[src/rtl/alu_seq.sv]
//------------------------------------------------------------------------------
// Module      : alu_seq
// Description : Sequential unsigned ALU. Add, subtract, compare and illegal
//               ops finish one cycle after acceptance; multiply (shift-add)
//               and the optional divide (restoring) take WIDTH cycles.
//               Define ALU_SEQ_DIV_EN to build the divider (op 3'b100);
//               without it op 3'b100 is reported as illegal.
// Revision    : 1.0 - initial release
//------------------------------------------------------------------------------
`default_nettype none

module alu_seq #(
  parameter int WIDTH = 4
) (
  input  logic               clk,
  input  logic               rst_n,
  input  logic               start,
  input  logic [2:0]         op,
  input  logic [WIDTH-1:0]   a,
  input  logic [WIDTH-1:0]   b,
  output logic               busy,
  output logic               done,
  output logic [2*WIDTH-1:0] result,
  output logic               carry,
  output logic               err
);

  localparam int CNT_W = $clog2(WIDTH);
  localparam logic [CNT_W-1:0] CNT_LAST = CNT_W'(WIDTH - 1);

  localparam logic [1:0] S_IDLE = 2'd0;
  localparam logic [1:0] S_MUL  = 2'd1;
`ifdef ALU_SEQ_DIV_EN
  localparam logic [1:0] S_DIV  = 2'd2;
  localparam logic [2:0] OP_DIV = 3'b100;
`endif

  localparam logic [2:0] OP_ADD = 3'b000;
  localparam logic [2:0] OP_SUB = 3'b001;
  localparam logic [2:0] OP_MUL = 3'b010;
  localparam logic [2:0] OP_CMP = 3'b011;

  logic [1:0]         state_q, state_d;
  logic [CNT_W-1:0]   cnt_q, cnt_d;
  logic [2:0]         op_q, op_d;
  logic [WIDTH-1:0]   a_q, a_d;
  logic [WIDTH-1:0]   b_q, b_d;
  logic [2*WIDTH-1:0] acc_q, acc_d;     // mul: {partial product, multiplier}; div: {remainder, quotient}
  logic               pend_q, pend_d;   // a single-cycle op was accepted last edge
  logic               done_q, done_d;
  logic [2*WIDTH-1:0] result_q, result_d;
  logic               carry_q, carry_d;
  logic               err_q, err_d;

  logic [WIDTH:0]     add_sum;
  logic [WIDTH:0]     sub_diff;
  logic [WIDTH:0]     mul_sum;
`ifdef ALU_SEQ_DIV_EN
  logic [WIDTH:0]     div_shift;
  logic               div_ge;
  logic [WIDTH-1:0]   div_rem;
`endif

  assign busy   = (state_q != S_IDLE);
  assign done   = done_q;
  assign result = result_q;
  assign carry  = carry_q;
  assign err    = err_q;

  // Next-state logic: finish pending work first, then accept a new request.
  always_comb begin
    state_d  = state_q;
    cnt_d    = cnt_q;
    op_d     = op_q;
    a_d      = a_q;
    b_d      = b_q;
    acc_d    = acc_q;
    pend_d   = 1'b0;
    done_d   = 1'b0;
    result_d = result_q;
    carry_d  = carry_q;
    err_d    = err_q;

    add_sum  = {1'b0, a_q} + {1'b0, b_q};
    sub_diff = {1'b0, a_q} - {1'b0, b_q};
    mul_sum  = {1'b0, acc_q[2*WIDTH-1:WIDTH]} + (acc_q[0] ? {1'b0, a_q} : {(WIDTH+1){1'b0}});
`ifdef ALU_SEQ_DIV_EN
    div_shift = {acc_q[2*WIDTH-1:WIDTH], acc_q[WIDTH-1]};
    div_ge    = (div_shift >= {1'b0, b_q});
    div_rem   = div_ge ? WIDTH'(div_shift - {1'b0, b_q}) : div_shift[WIDTH-1:0];
`endif

    if (pend_q) begin
      done_d = 1'b1;
      case (op_q)
        OP_ADD: begin
          result_d = {{WIDTH{1'b0}}, add_sum[WIDTH-1:0]};
          carry_d  = add_sum[WIDTH];
          err_d    = 1'b0;
        end
        OP_SUB: begin
          result_d = {{WIDTH{1'b0}}, sub_diff[WIDTH-1:0]};
          carry_d  = sub_diff[WIDTH];   // borrow out means a < b
          err_d    = 1'b0;
        end
        OP_CMP: begin
          result_d = {{(2*WIDTH-3){1'b0}}, (a_q < b_q), (a_q == b_q), (a_q > b_q)};
          carry_d  = 1'b0;
          err_d    = 1'b0;
        end
        default: begin
          result_d = '0;
          carry_d  = 1'b0;
          err_d    = 1'b1;
        end
      endcase
    end

    case (state_q)
      S_MUL: begin
        acc_d = {mul_sum, acc_q[WIDTH-1:1]};
        cnt_d = cnt_q + CNT_W'(1);
        if (cnt_q == CNT_LAST) begin
          state_d  = S_IDLE;
          result_d = {mul_sum, acc_q[WIDTH-1:1]};
          carry_d  = 1'b0;
          err_d    = 1'b0;
          done_d   = 1'b1;
        end
      end
`ifdef ALU_SEQ_DIV_EN
      S_DIV: begin
        // Dividing by zero naturally yields an all-ones quotient and remainder a.
        acc_d = {div_rem, acc_q[WIDTH-2:0], div_ge};
        cnt_d = cnt_q + CNT_W'(1);
        if (cnt_q == CNT_LAST) begin
          state_d  = S_IDLE;
          result_d = {div_rem, acc_q[WIDTH-2:0], div_ge};
          carry_d  = 1'b0;
          err_d    = (b_q == '0);
          done_d   = 1'b1;
        end
      end
`endif
      default: ;
    endcase

    if (start && (state_q == S_IDLE)) begin
      op_d  = op;
      a_d   = a;
      b_d   = b;
      cnt_d = '0;
      if (op == OP_MUL) begin
        state_d = S_MUL;
        acc_d   = {{WIDTH{1'b0}}, b};
`ifdef ALU_SEQ_DIV_EN
      end else if (op == OP_DIV) begin
        state_d = S_DIV;
        acc_d   = {{WIDTH{1'b0}}, a};
`endif
      end else begin
        pend_d = 1'b1;
      end
    end
  end

  // State and output registers with asynchronous active-low reset.
  always_ff @(posedge clk or negedge rst_n) begin
    if (!rst_n) begin
      state_q  <= S_IDLE;
      cnt_q    <= '0;
      op_q     <= '0;
      a_q      <= '0;
      b_q      <= '0;
      acc_q    <= '0;
      pend_q   <= 1'b0;
      done_q   <= 1'b0;
      result_q <= '0;
      carry_q  <= 1'b0;
      err_q    <= 1'b0;
    end else begin
      state_q  <= state_d;
      cnt_q    <= cnt_d;
      op_q     <= op_d;
      a_q      <= a_d;
      b_q      <= b_d;
      acc_q    <= acc_d;
      pend_q   <= pend_d;
      done_q   <= done_d;
      result_q <= result_d;
      carry_q  <= carry_d;
      err_q    <= err_d;
    end
  end

endmodule

`default_nettype wire

[config.mk]
export PLATFORM = sky130hd
export DESIGN_NAME = alu_seq
export DESIGN_NICKNAME = d
export VERILOG_FILES = /design/src/rtl/alu_seq.sv
export SDC_FILE = /design/constraint.sdc
export NUM_CORES = 1
export LEC_CHECK = 0
export BUFFER_PORTS_ARGS = -buffer_cell sky130_fd_sc_hd__buf_2
export CORE_ASPECT_RATIO = 0.5
export CORE_MARGIN = 2
export CORE_UTILIZATION = 57
export CTS_CLUSTER_SIZE = 25
export DETAILED_ROUTE_END_ITERATION = 16
export GPL_TIMING_DRIVEN = 0
export PLACE_DENSITY = 0.9
export REMOVE_ABC_BUFFERS = 1
export SLEW_MARGIN = 40
export SYNTH_ARGS = -nofsm -noshare
export SYNTH_HDL_FRONTEND = slang
export SYNTH_SLANG_ARGS = --single-unit
[constraint.sdc]
create_clock -name clk -period 2.4 [get_ports clk]
set_clock_uncertainty 0.15 [all_clocks]
set_input_delay 0.6 -clock clk [delete_from_list [all_inputs] [get_ports clk]]
set_output_delay 0.6 -clock clk [all_outputs]
set_load 0.01 [all_outputs]
==> results.md <==
* Status: completed
* DIE AREA at 3980 sq um
* Post-Route WL at 3900 um
* Core Region at 3380 sq um
* FMAX at 477 MHz
* Setup Viol. Count Final at 0
* CTS Buf Count at 5
* Clock root buffer: clkbuf_8
* CP Launch Type: flip-flop
* Total gr overflow at 0
* Vias/cell at 5.60
* RSZ-0062 raised after global routing: no
* Worst EP required at 2.42 ns
* FF-to-FF Start: b_q[1]
* Initial Util at 58.4%
* Port buffer count at 25
* Final ANT Viol Nets at 0
* PD cells at 1350 nW/um^2
* Most frequent cells in the layout: 35 x dfrtp_1, 25 x nand2_1, 24 x buf_2, 19 x o21ai_0, 13 x ha_1
* Synthesized flop and latch total at 35
* First-pass GRT wire length at 6740 um
* CP max FO at 3
* Initial DRC count at 71
* FFs w/ async S/R, synth at 100%
* Die X at 87.2 um
* Commonest non-fill, non-tap cell in the layout: dfrtp_1
* Die height at 45.6 um
* Vias in the first global route at 1494
* Worst Max-Slew Pin Slew at 0.461 ns
* Syn avg cell area at 10.1 sq um
* Placer Congestion at 0.900
* Post-synth EDFFs at 0
* Worst rel slew slack at 69.2%
* Layout cells sized above 1 at 20.6%
* Multi-input gate area at 991 sq um
* Worst hold-check path type: in2async
* Sequential area share after synthesis at 44.4%
* GRT Total Usage at 22.6%
* Synth unique cells at 37
* Clock Sink Count at 35
* Critical path class: reg2reg
* Clk buf depth at 2
* CTS tree: done
* Placed cell area at 2080 sq um
* DR WL/cell at 15.0 um
* Gate Count Post-Synth at 195
* Pin count of the biggest net entering global routing at 36
* CP arrival at 2.12 ns
* Hold Vio Cnt, Final at 0
* Area Growth Syn to Fin at 12.2%
* Post-route design area at 2210 sq um
* Critical Path Sink Type: flip-flop
* Via count at 1457
* Post-CTS sizing at 0
* Detail Placement HPWL at 2850 um
* Post-synthesis cell area at 1970 sq um
* YS warnings at 0
* # DRC at 0
* Clk Latency, worst-skew pair at 0.28 ns
* Antenna violations before repair at 0
* Crit path from: b_q[1]
* Worst vdd ir at 0.000755 V
* # fillers at 255
* Drt pass-1 iters at 4
* Number of diodes at 0
* Top FF cell, synth: dfrtp_1
* Num rows at 15
* H-tree depth at 2
* Layout Nets at 248
* Clock Pin Slew Worst Setup and Hold Paths at 0.07 ns
* Final Total Pwr at 2.99 mW
* Io pins at 26
* Max Slew Vio Count at 0
* Final min period at 2.10 ns
* Max-cap violations at 0
* Fin crit share at 87.4%
* Sequential cell area at 876 sq um
* LEAKAGE at 1.08 nW
## cell families (layout without fill, tap and decap cells)
| family | Yosys count | in the layout | synth area share (%) |
|---|---|---|---|
| fa+ha+maj | 16 | 16 | 11.3 |
| xor+xnor | 4 | 4 | 1.78 |
| compound gates | 42 | 42 | 12.6 |
| simple gates | 64 | 64 | 17.8 |
| buf+inv | 22 | 45 | 5.64 |
| mux | 12 | 12 | 6.60 |
| flops | 35 | 35 | 44.4 |
## cell usage after synthesis (4+ instances only)
master,count,area (sq um)
a21oi_1,7,35.0
and2_1,4,25.0
clkbuf_1,4,15.0
dfrtp_1,35,876
ha_1,13,163
inv_1,12,45.0
mux2_2,8,90.1
mux2i_1,4,40.0
nand2_1,25,93.8
nand2b_1,4,25.0
nand3b_1,5,37.5
nor2_1,9,33.8
nor2b_1,4,25.0
o21ai_0,19,95.1
o21ai_1,4,20.0
## cell type report
type,instances,share of cell area (%)
Clock inverter,1,1.36
Multi-Input combinational cell,138,44.7
Inverter,12,2.03
Clock buffer,6,3.28
Sequential cell,35,39.5
Tap cell,42,2.37
Timing Repair Buffer,26,6.67
## power breakdown
| part | internal, mW | total [mW] | switching (mW) |
|---|---|---|---|
| logic | 0.669 | 1.43 | 0.759 |
| clock network | 0.304 | 0.505 | 0.201 |
| registers | 0.838 | 1.06 | 0.218 |
| total | 1.81 | 2.99 | 1.18 |
## sequential cells by signal (all words and copies together), names as in the netlist
signal,cells
op_q,3
err,1
carry,1
pend_q,1
result,8
state_q,2
acc_q,8
done,1
cnt_q,2
a_q,4
b_q,4
## metal layers
layer / part of all wire (%) / global-route usage (%)
met3: 4.8 / 5.43
met5: 0 / 0
met1: 44 / 28.4
met4: 1.9 / 8.62
met2: 49 / 39.1
## what timing repair did
| item | in CTS | in global routing |
|---|---|---|
| endpoints found under the hold margin | 0 | 0 |
| endpoints found under the setup margin | 6 | 0 |
| hold buffers | 0 | 0 |
| setup buffers | 1 | 0 |
## per-stage QoR
stage          setup WS [ns]  hold WS (ns)  instances  utilization (%)  setup TNS [ns]
2_1_floorplan          0.349         0.154        185                -               0
3_3_place_gp          -0.139         0.294        252             61.7          -0.712
3_5_place_dp          -0.178         0.314        252             61.7          -0.933
4_1_cts                0.197         0.261        260             65.3               0
5_1_grt                0.228         0.133        260             65.6               0
6_report               0.302         0.107        260             65.6               0
## final timing paths
| check | depth (start not counted) | slack, ns | endpoint |
|---|---|---|---|
| max in group asynchronous | 1 | 1.68 | a_q[1] |
| worst min-delay path | 1 | 0.11 | result[4] |
| worst max register to register | 7 | 0.30 | result[3] |
| worst min register to register | 0 | 0.33 | state_q[1] |
| worst max-delay path | 7 | 0.30 | result[3] |
| min in group clk | 0 | 0.33 | state_q[1] |
## worst max-delay path, stage by stage, from the launching register on
cell and delay [ns]:
dfrtp_1 0.40, inv_1 0.10, ha_1 0.32, nor2b_1 0.15, nor3b_1 0.20, o221ai_1 0.15, xor2_1 0.18, a221o_1 0.33
Note: power is estimated with default switching activity, not from simulation.
